## src/rtl/button_pkg.sv

```systemverilog
// Shared definitions for the push-button front end: FSM state encoding,
// default timing parameters and a small sizing helper.
package button_pkg;

  localparam logic [1:0] S_IDLE         = 2'd0;
  localparam logic [1:0] S_PRESS_WAIT   = 2'd1;
  localparam logic [1:0] S_HELD         = 2'd2;
  localparam logic [1:0] S_RELEASE_WAIT = 2'd3;

  typedef enum logic [1:0] {
    IDLE         = S_IDLE,
    PRESS_WAIT   = S_PRESS_WAIT,
    HELD         = S_HELD,
    RELEASE_WAIT = S_RELEASE_WAIT
  } btn_state_t;

  localparam int DEF_DEBOUNCE_CYCLES = 4;
  localparam int DEF_REPEAT_EN       = 0;
  localparam int DEF_REPEAT_DELAY    = 20;
  localparam int DEF_REPEAT_PERIOD   = 8;

  function automatic int max3(input int a, input int b, input int c);
    int m;
    m = (a > b) ? a : b;
    return (m > c) ? m : c;
  endfunction

endpackage

```

## src/rtl/button_pulse_conditioner_if.sv

```systemverilog
// Button-side signal bundle: raw button in, conditioned strobe and level out.
interface button_pulse_conditioner_if;
  logic btn_in;
  logic pulse;
  logic btn_level;

  modport master (output btn_in, input pulse, input btn_level);
  modport slave  (input btn_in, output pulse, output btn_level);
endinterface

```

## src/rtl/sync_2ff.sv

```systemverilog
// Plain two-flop synchroniser for asynchronous button/switch inputs.
module sync_2ff (
  input  logic clk,
  input  logic rst_n,
  input  logic d,
  output logic q
);

  logic s1;

  // NOTE: non-blocking assignments make s1 and q shift as a true two-stage
  // pipeline; blocking here would collapse them into a single flop.
  always_ff @(posedge clk or negedge rst_n) begin
    if (!rst_n) begin
      s1 <= 1'b0;
      q  <= 1'b0;
    end else begin
      s1 <= d;
      q  <= s1;
    end
  end

endmodule

```

## src/rtl/button_pulse_conditioner.sv

```systemverilog
// Debounces a raw push-button and emits one registered pulse per accepted
// press, with optional auto-repeat while held, plus the debounced level.
module button_pulse_conditioner
  import button_pkg::*;
#(
  parameter int DEBOUNCE_CYCLES = DEF_DEBOUNCE_CYCLES,
  parameter int REPEAT_EN       = DEF_REPEAT_EN,
  parameter int REPEAT_DELAY    = DEF_REPEAT_DELAY,
  parameter int REPEAT_PERIOD   = DEF_REPEAT_PERIOD
) (
  input logic                        clk,
  input logic                        rst_n,
  button_pulse_conditioner_if.slave  io
);

  localparam int CNT_MAX = max3(DEBOUNCE_CYCLES, REPEAT_DELAY, REPEAT_PERIOD);
  localparam int CW      = $clog2(CNT_MAX + 1);

  typedef logic [CW-1:0] cnt_t;

  localparam cnt_t CNT_SAT = cnt_t'(CNT_MAX);
  localparam cnt_t DB_LAST = cnt_t'(DEBOUNCE_CYCLES - 1);
  localparam cnt_t RD_LAST = cnt_t'(REPEAT_DELAY - 1);
  localparam cnt_t RP_LAST = cnt_t'(REPEAT_PERIOD - 1);

  function automatic cnt_t sat_inc(input cnt_t v);
    return (v == CNT_SAT) ? v : v + cnt_t'(1);
  endfunction

  logic       btn_sync;
  btn_state_t state_q, state_d;
  cnt_t       db_cnt_q, db_cnt_d;
  cnt_t       rep_cnt_q, rep_cnt_d;
  logic       rep_armed_q, rep_armed_d;
  logic       pulse_q, pulse_d;
  logic       level_q, level_d;
  cnt_t       rep_last;
  logic       rep_hit;

  sync_2ff u_sync (
    .clk   (clk),
    .rst_n (rst_n),
    .d     (io.btn_in),
    .q     (btn_sync)
  );

  // The first repeat waits REPEAT_DELAY cycles; once armed, REPEAT_PERIOD.
  assign rep_last = rep_armed_q ? RP_LAST : RD_LAST;
  assign rep_hit  = (REPEAT_EN != 0) && (rep_cnt_q == rep_last);

  // NOTE: every variable gets a default before the case so no path leaves
  // one unassigned, which would otherwise infer a latch.
  always_comb begin
    state_d     = state_q;
    db_cnt_d    = db_cnt_q;
    rep_cnt_d   = rep_cnt_q;
    rep_armed_d = rep_armed_q;
    pulse_d     = 1'b0;

    case (state_q)
      IDLE: begin
        if (btn_sync) begin
          state_d  = PRESS_WAIT;
          db_cnt_d = cnt_t'(1);
        end
      end

      PRESS_WAIT: begin
        if (!btn_sync) begin
          state_d = IDLE;
        end else if (db_cnt_q == DB_LAST) begin
          state_d     = HELD;
          pulse_d     = 1'b1;
          rep_cnt_d   = '0;
          rep_armed_d = 1'b0;
        end else begin
          db_cnt_d = sat_inc(db_cnt_q);
        end
      end

      HELD: begin
        if (!btn_sync) begin
          state_d  = RELEASE_WAIT;
          db_cnt_d = cnt_t'(1);
        end else if (rep_hit) begin
          pulse_d     = 1'b1;
          rep_cnt_d   = '0;
          rep_armed_d = 1'b1;
        end else begin
          rep_cnt_d = sat_inc(rep_cnt_q);
        end
      end

      RELEASE_WAIT: begin
        if (btn_sync) begin
          // Release bounce: back to held silently, repeat timing restarts.
          state_d     = HELD;
          rep_cnt_d   = '0;
          rep_armed_d = 1'b0;
        end else if (db_cnt_q == DB_LAST) begin
          state_d = IDLE;
        end else begin
          db_cnt_d = sat_inc(db_cnt_q);
        end
      end

      default: state_d = IDLE;
    endcase

    level_d = (state_d == HELD) || (state_d == RELEASE_WAIT);
  end

  always_ff @(posedge clk or negedge rst_n) begin
    if (!rst_n) begin
      state_q     <= IDLE;
      db_cnt_q    <= '0;
      rep_cnt_q   <= '0;
      rep_armed_q <= 1'b0;
      pulse_q     <= 1'b0;
      level_q     <= 1'b0;
    end else begin
      state_q     <= state_d;
      db_cnt_q    <= db_cnt_d;
      rep_cnt_q   <= rep_cnt_d;
      rep_armed_q <= rep_armed_d;
      pulse_q     <= pulse_d;
      level_q     <= level_d;
    end
  end

  assign io.pulse     = pulse_q;
  assign io.btn_level = level_q;

endmodule
```

## src/flat_wrapper.sv

```systemverilog
// flat-port wrapper written by rule: the top's interface ports become plain ports
module button_pulse_conditioner_flat import button_pkg::*;
#(
  parameter int DEBOUNCE_CYCLES = DEF_DEBOUNCE_CYCLES,
  parameter int REPEAT_EN       = DEF_REPEAT_EN,
  parameter int REPEAT_DELAY    = DEF_REPEAT_DELAY,
  parameter int REPEAT_PERIOD   = DEF_REPEAT_PERIOD
)
  (clk, rst_n, io_btn_in, io_pulse, io_btn_level);
  button_pulse_conditioner_if io_i ();
  input logic clk;
  input logic rst_n;
  input wire logic [$bits(io_i.btn_in)-1:0] io_btn_in;
  output wire logic [$bits(io_i.pulse)-1:0] io_pulse;
  output wire logic [$bits(io_i.btn_level)-1:0] io_btn_level;
  assign io_i.btn_in = io_btn_in;
  assign io_pulse = io_i.pulse;
  assign io_btn_level = io_i.btn_level;
  button_pulse_conditioner #(.DEBOUNCE_CYCLES(DEBOUNCE_CYCLES), .REPEAT_EN(REPEAT_EN), .REPEAT_DELAY(REPEAT_DELAY), .REPEAT_PERIOD(REPEAT_PERIOD)) u_core (.clk(clk), .rst_n(rst_n), .io(io_i));
endmodule
```

## config.mk

```make
export PLATFORM = sky130hd
export DESIGN_NAME = button_pulse_conditioner_flat
export DESIGN_NICKNAME = d
export VERILOG_FILES = /design/src/rtl/button_pkg.sv /design/src/rtl/button_pulse_conditioner_if.sv /design/src/rtl/sync_2ff.sv /design/src/rtl/button_pulse_conditioner.sv /design/src/flat_wrapper.sv
export SDC_FILE = /design/constraint.sdc
export NUM_CORES = 1
export LEC_CHECK = 0
export ABC_AREA = 1
export BUFFER_PORTS_ARGS = -buffer_cell sky130_fd_sc_hd__buf_4
export CORE_AREA = 2 2 39 41
export CTS_CLUSTER_DIAMETER = 40
export DETAILED_ROUTE_END_ITERATION = 10
export DIE_AREA = 0 0 41 43
export GPL_TIMING_DRIVEN = 0
export PLACE_DENSITY = 0.63
export SETUP_SLACK_MARGIN = 0.1
export SYNTH_ARGS = -nofsm -noshare
export SYNTH_HDL_FRONTEND = slang
export SYNTH_SLANG_ARGS = --single-unit
```

## constraint.sdc

```tcl
create_clock -name clk -period 1.4 [get_ports clk]
set_input_delay 0.21 -clock clk [delete_from_list [all_inputs] [get_ports clk]]
set_output_delay 0.21 -clock clk [all_outputs]
set_load 0.01 [all_outputs]
```

# Word-level counts from Yosys, hierarchy flattened
# Index checks and enable logic that the tools add are counted.
dict set report word_totals {
  register_bits 11
  output_inout_bits 2
  latchBits 0
  rom_bits 0
  mem_count 0
  ram_bits 0
}
dict set report classes {
  shift 0
  div_mod_pow 0
  mux 17
  n_eq_ne 11
  bitwise_logic 0
  mul 0
  addsub 1
  n_lt_le_gt_ge 0
  n_reduce_logical 3
}
# cell n
set ops {}
lappend ops {{$mux W5} 6}
lappend ops {{$pmux W5 S4} 1}
lappend ops {{$mux W2} 6}
lappend ops {{$eq A2 B2 Y1 const B} 4}
lappend ops {{$ne A2 B2 Y1 const B} 4}
lappend ops {{$pmux W2 S4} 1}
lappend ops {{$add A5 B1 Y5 const B} 1}
lappend ops {{$eq A5 B2 Y1 const B} 1}
lappend ops {{$eq A5 B5 Y1 const B} 1}
lappend ops {{$reduce_and A4 Y1} 1}
lappend ops {{$mux W1} 3}
lappend ops {{$eq A2 B1 Y1 const B} 1}
lappend ops {{$logic_not A2 Y1} 1}
lappend ops {{$logic_or A1 B1 Y1} 1}

# Logic depth before layout (Yosys ltp)
dict set report logic_depth {
  depth_word 6
  depth_mapped 8
}

# Cells and area by module
# From an unflattened synthesis, not the netlist that was laid out.
dict set report unflattened {
  cells_unflattened 66
  hier_area_um2 551.8
}
# mod cells_per_inst n_inst area_per_inst_um2
set by_module_without_submodules {}
lappend by_module_without_submodules {button_pulse_conditioner 64 1 501.7}
lappend by_module_without_submodules {sync_2ff 2 1 50.0}

# Worst setup path after synthesis
# No wires, ideal clock.
dict set report synth_timing {
  path_type {register to register}
  from {register u_core.db_cnt_q[0]}
  to {register u_core.db_cnt_q[3]}
  setup_ps 116
  synth_period_minus_slack_ps 1227
  slack_ps 173
  stages_incl_launch_ff 9
  arrival_ps 1111
  path_buffers 0
  required_time_ps 1284
  path_cell_list {dfrtp_1 -> ha_1 -> inv_1 -> nor2_4 -> nand3_2 -> nand2_2 -> nor2_2 -> nand2_1 -> nand2_1}
}
dict set report synth_between {
  elab_chain_cells 5
  elab_cells_between_ends 8
}
# item line_no
set synth_lines {}
lappend synth_lines {{start: declaration} button_pulse_conditioner.sv:32} ;# cnt_t db_cnt_q, db_cnt_d;
lappend synth_lines {{start signal: assignment} button_pulse_conditioner.sv:123} ;# db_cnt_q <= db_cnt_d;
lappend synth_lines {{$add A5 B1 Y5 / $eq A5 B5 Y1 (equally long branches)} button_pulse_conditioner.sv:27} ;# return (v == CNT_SAT) ? v : v + cnt_t'(1);
lappend synth_lines {{$mux W5} button_pulse_conditioner.sv:27}
lappend synth_lines {{$mux W5 *} {button_pulse_conditioner.sv:71, button_pulse_conditioner.sv:100}}
lappend synth_lines {{$mux W5, on equally long branches} {button_pulse_conditioner.sv:95, button_pulse_conditioner.sv:69}}
lappend synth_lines {{$pmux W5 S4 *} button_pulse_conditioner.sv:60} ;# case (state_q)
# Mark *: on every way between the ends. The rest lies on a longest branch, timed or not. The select of a mux whose other input is x is not followed.
# A chain may end at the register's enable or synchronous reset.

# Worst setup path in the final report
dict set report layout_timing {
  from {register u_core.db_cnt_q[0]}
  to {register u_core.db_cnt_q[4]}
}
# Same word-level chain as after synthesis.

==> impl_metrics.ini <==
[global_routing]
antenna_found_initial = 0
grt_pass1_wl_mm = 1.61
grt_usage_pct = 13.9
grt_overflow = 0
grt_max_degree = 12
grt_pass1_vias = 396

[drt]
drc_errors = 0
route.met3.wl_um = 22
top_layer = met3
num_vias = 440
antenna_left = 0
wl_met2_um = 553
drt-initial-drc-count = 1
wl_mm = 1.08
vias_per_cell = 4.68
first_pass_iters = 3
wl_met1_um = 500
wl_per_cell_um = 11.4

[floorplanning]
initial_core_util_pct = 41.8
die_area_sq_mm = 0.00176
core_sq_mm = 0.00138
row_count = 14
fp.dieH_um = 43
die_w_um = 41
boundaryPins = 5

[sta]
setup_ws_ns = 0.113
fin_crit_sh_pct = 91.9
timing.fmax_mhz = 777
fin_crit_ns = 1.29
rsz0062_at_grt = true
finalHoldViolCount = 0
max_slew_margin_pct = 77.2
setup_viol = 0
timing_worst_slew_pin_value_ns = 0.342
clock_skew_ns = 0.00497
slew_viol_final = 0

[cells_and_area]
final_util_pct = 55.7
drive_gt1_share_pct = 38.5
n_antenna_cell = 0
final_nets = 84
areaGrowthSynthToFinish_pct = 33.3

[clocking]
cts.root.buffer_cell = clkbuf_4
path_clk_slew_ns = 0.07
numCtsBuffers = 3
h-tree-depth = 1
clockBufferDepth = 2
clkSinkCount = 11
cts_tree = done
insertion_delay_ns = 0.26

[setup_path]
setup.worst_path.end = u_core.db_cnt_q[4]
path_class = flop to flop
path_cells = ha_4 > inv_1 > nor2_4 > nand3_4 > nand2_4 > nor2_4 > nand2_1 > nand2_2
critPathArrivalTime_ns = 1.45
cpPeakStageDelay_ns = 0.44
critPathTopFamily = simple AND/OR/NAND/NOR gates
slowest_stage = dfrtp_2
worst_setup_path_start_kind = flop
crit_path_end_kind = flop
reg2reg_to = u_core.db_cnt_q[4]
worstPathRequired_ns = 1.56
critical_path_cell_count = 8
cp-startpoint = u_core.db_cnt_q[0]
cp_common_cell = nor2_4
worst-path-buf-inv = 1
r2r_start = u_core.db_cnt_q[0]
reg2reg_setup_slack_ns = 0.11
crit_fanout = 6
r2r_cells = 8

[synthesis]
synth_area_sq_um = 578
ys_seq_area_share_pct = 47.6
synth_nets = 72
yosysWarnings = 0
ys_ff_latch = 11
synth_cell_types = 16
syn_avg_cell_area_sq_um = 8.63
syn_inst = 67

[placement]
gp_congestion = 0.778
io_buffers = 4
place_ws_ns = 0.00949
dp_hpwl_um = 720

[min_path]
min_path_type = primary input to flop
min_path_cells = 1

[run]
cap_viol_max_count = 0

[pwr]
p_per_area_mw_per_mm2 = 1850
vdd_drop_max_mv = 0.837
p_leak_nw = 0.368

[run_status]
outcome = completed
## cell usage in the layout, fill, tap and decap left out, types with 2 or more instances in the layout
cell,instances
nor2_1,3
nor2_4,3
nand3_4,3
nand4_1,5
buf_4,7
nand2_4,2
dfrtp_2,2
nand3_1,2
nand2_1,19
clkbuf_4,3
nand2_2,3
inv_1,6
dfrtp_1,9
ha_4,2
inv_2,2
## final cells by class
| class | instances | area, sq um |
|---|---|---|
| Inverter | 8 | 30.0 |
| Sequential cell | 11 | 278 |
| Clock buffer | 4 | 26.3 |
| Tap cell | 16 | 20.0 |
| Timing Repair Buffer | 7 | 55.1 |
| Fill cell | 128 | 613 |
| Buffer | 1 | 7.51 |
| Multi-Input combinational cell | 47 | 354 |
## sequential cells by signal, summed over array words and instances, names as in the netlist
register,count
u_core.db_cnt_q,5
u_core.io.btn_level,1
u_core.io.pulse,1
u_core.state_q,2
u_core.u_sync.q,1
u_core.u_sync.s1,1
## synthesized netlist by cell type
master,count,area (sq um)
xor2_2,1,16.3
nor2_4,1,11.3
a21oi_1,1,5.00
nand2_1,23,86.3
dfrtp_1,11,275
nor2_1,3,11.3
nand2_2,1,6.26
buf_4,1,7.51
xnor2_1,1,8.76
nor2_2,3,18.8
nor3_1,1,5.00
nand3_2,3,30.0
nand3_1,2,10.0
nand4_1,5,31.3
ha_1,2,25.0
inv_1,8,30.0
## cells by family after synthesis
| kind of cell | synth area share, % |
|---|---|
| compound gates | 0.865 |
| xor+xnor | 4.33 |
| fa+ha+maj | 4.33 |
| simple gates | 36.4 |
| buf+inv | 6.49 |
| flops | 47.6 |
## power breakdown
| part | switching (mW) | leakage (nW) | total [mW] | internal (mW) |
|---|---|---|---|---|
| sequential | 0.122 | 0.138 | 0.534 | 0.413 |
| clock | 0.0982 | 0.0150 | 0.208 | 0.110 |
| combinational | 0.394 | 0.215 | 0.681 | 0.286 |
| total | 0.614 | 0.368 | 1.42 | 0.809 |
## worst register-to-register path, cell delays in order, from the launching register on
cell,delay [ns]
dfrtp_2,0.44
ha_4,0.18
inv_1,0.06
nor2_4,0.11
nand3_4,0.12
nand2_4,0.10
nor2_4,0.04
nand2_1,0.08
nand2_2,0.05
## how the worst min path moves through the flow
| stage | start | to | slack (ns) |
|---|---|---|---|
| final | io_btn_in | u_core.u_sync.s1 | 0.05 |
| after global routing | io_btn_in | u_core.u_sync.s1 | 0.04 |
| after CTS | io_btn_in | u_core.u_sync.s1 | 0.04 |
| after detailed placement | rst_n | u_core.db_cnt_q[2] | 0.05 |
| after global placement | rst_n | u_core.db_cnt_q[4] | 0.05 |
| after floorplan | rst_n | u_core.db_cnt_q[0] | -0.09 |
## per-layer routing
metal	up-vias	GRT usage, %
met1	203	20.4
li1	234	-
met5	-	0
met4	0	6.00
met2	3	20.3
met3	0	1.57
## metrics by stage
step	cells	instance area, sq um	power [mW]	hold WS [ns]	TNS (ns)
after floorplan	67	578	0.868	-0.0856	0
after global placement	87	628	0.982	0.0476	-0.00821
after detailed placement	87	628	0.994	0.0498	0
after CTS	93	696	1.27	0.0402	0
after global routing	94	771	1.53	0.0400	0
final	94	771	1.42	0.0495	0
## timing repair
item | in CTS | in global routing
resized for setup | 5 | 16
buffers inserted | 1 | 1
pin swaps | 0 | 6
cloned | 0 | 0
endpoints found under the hold margin | 11 | 0
hold buffers | 1 | 0
endpoints found under the setup margin | 7 | 5
No activity file was read; power rests on OpenSTA's default activity.
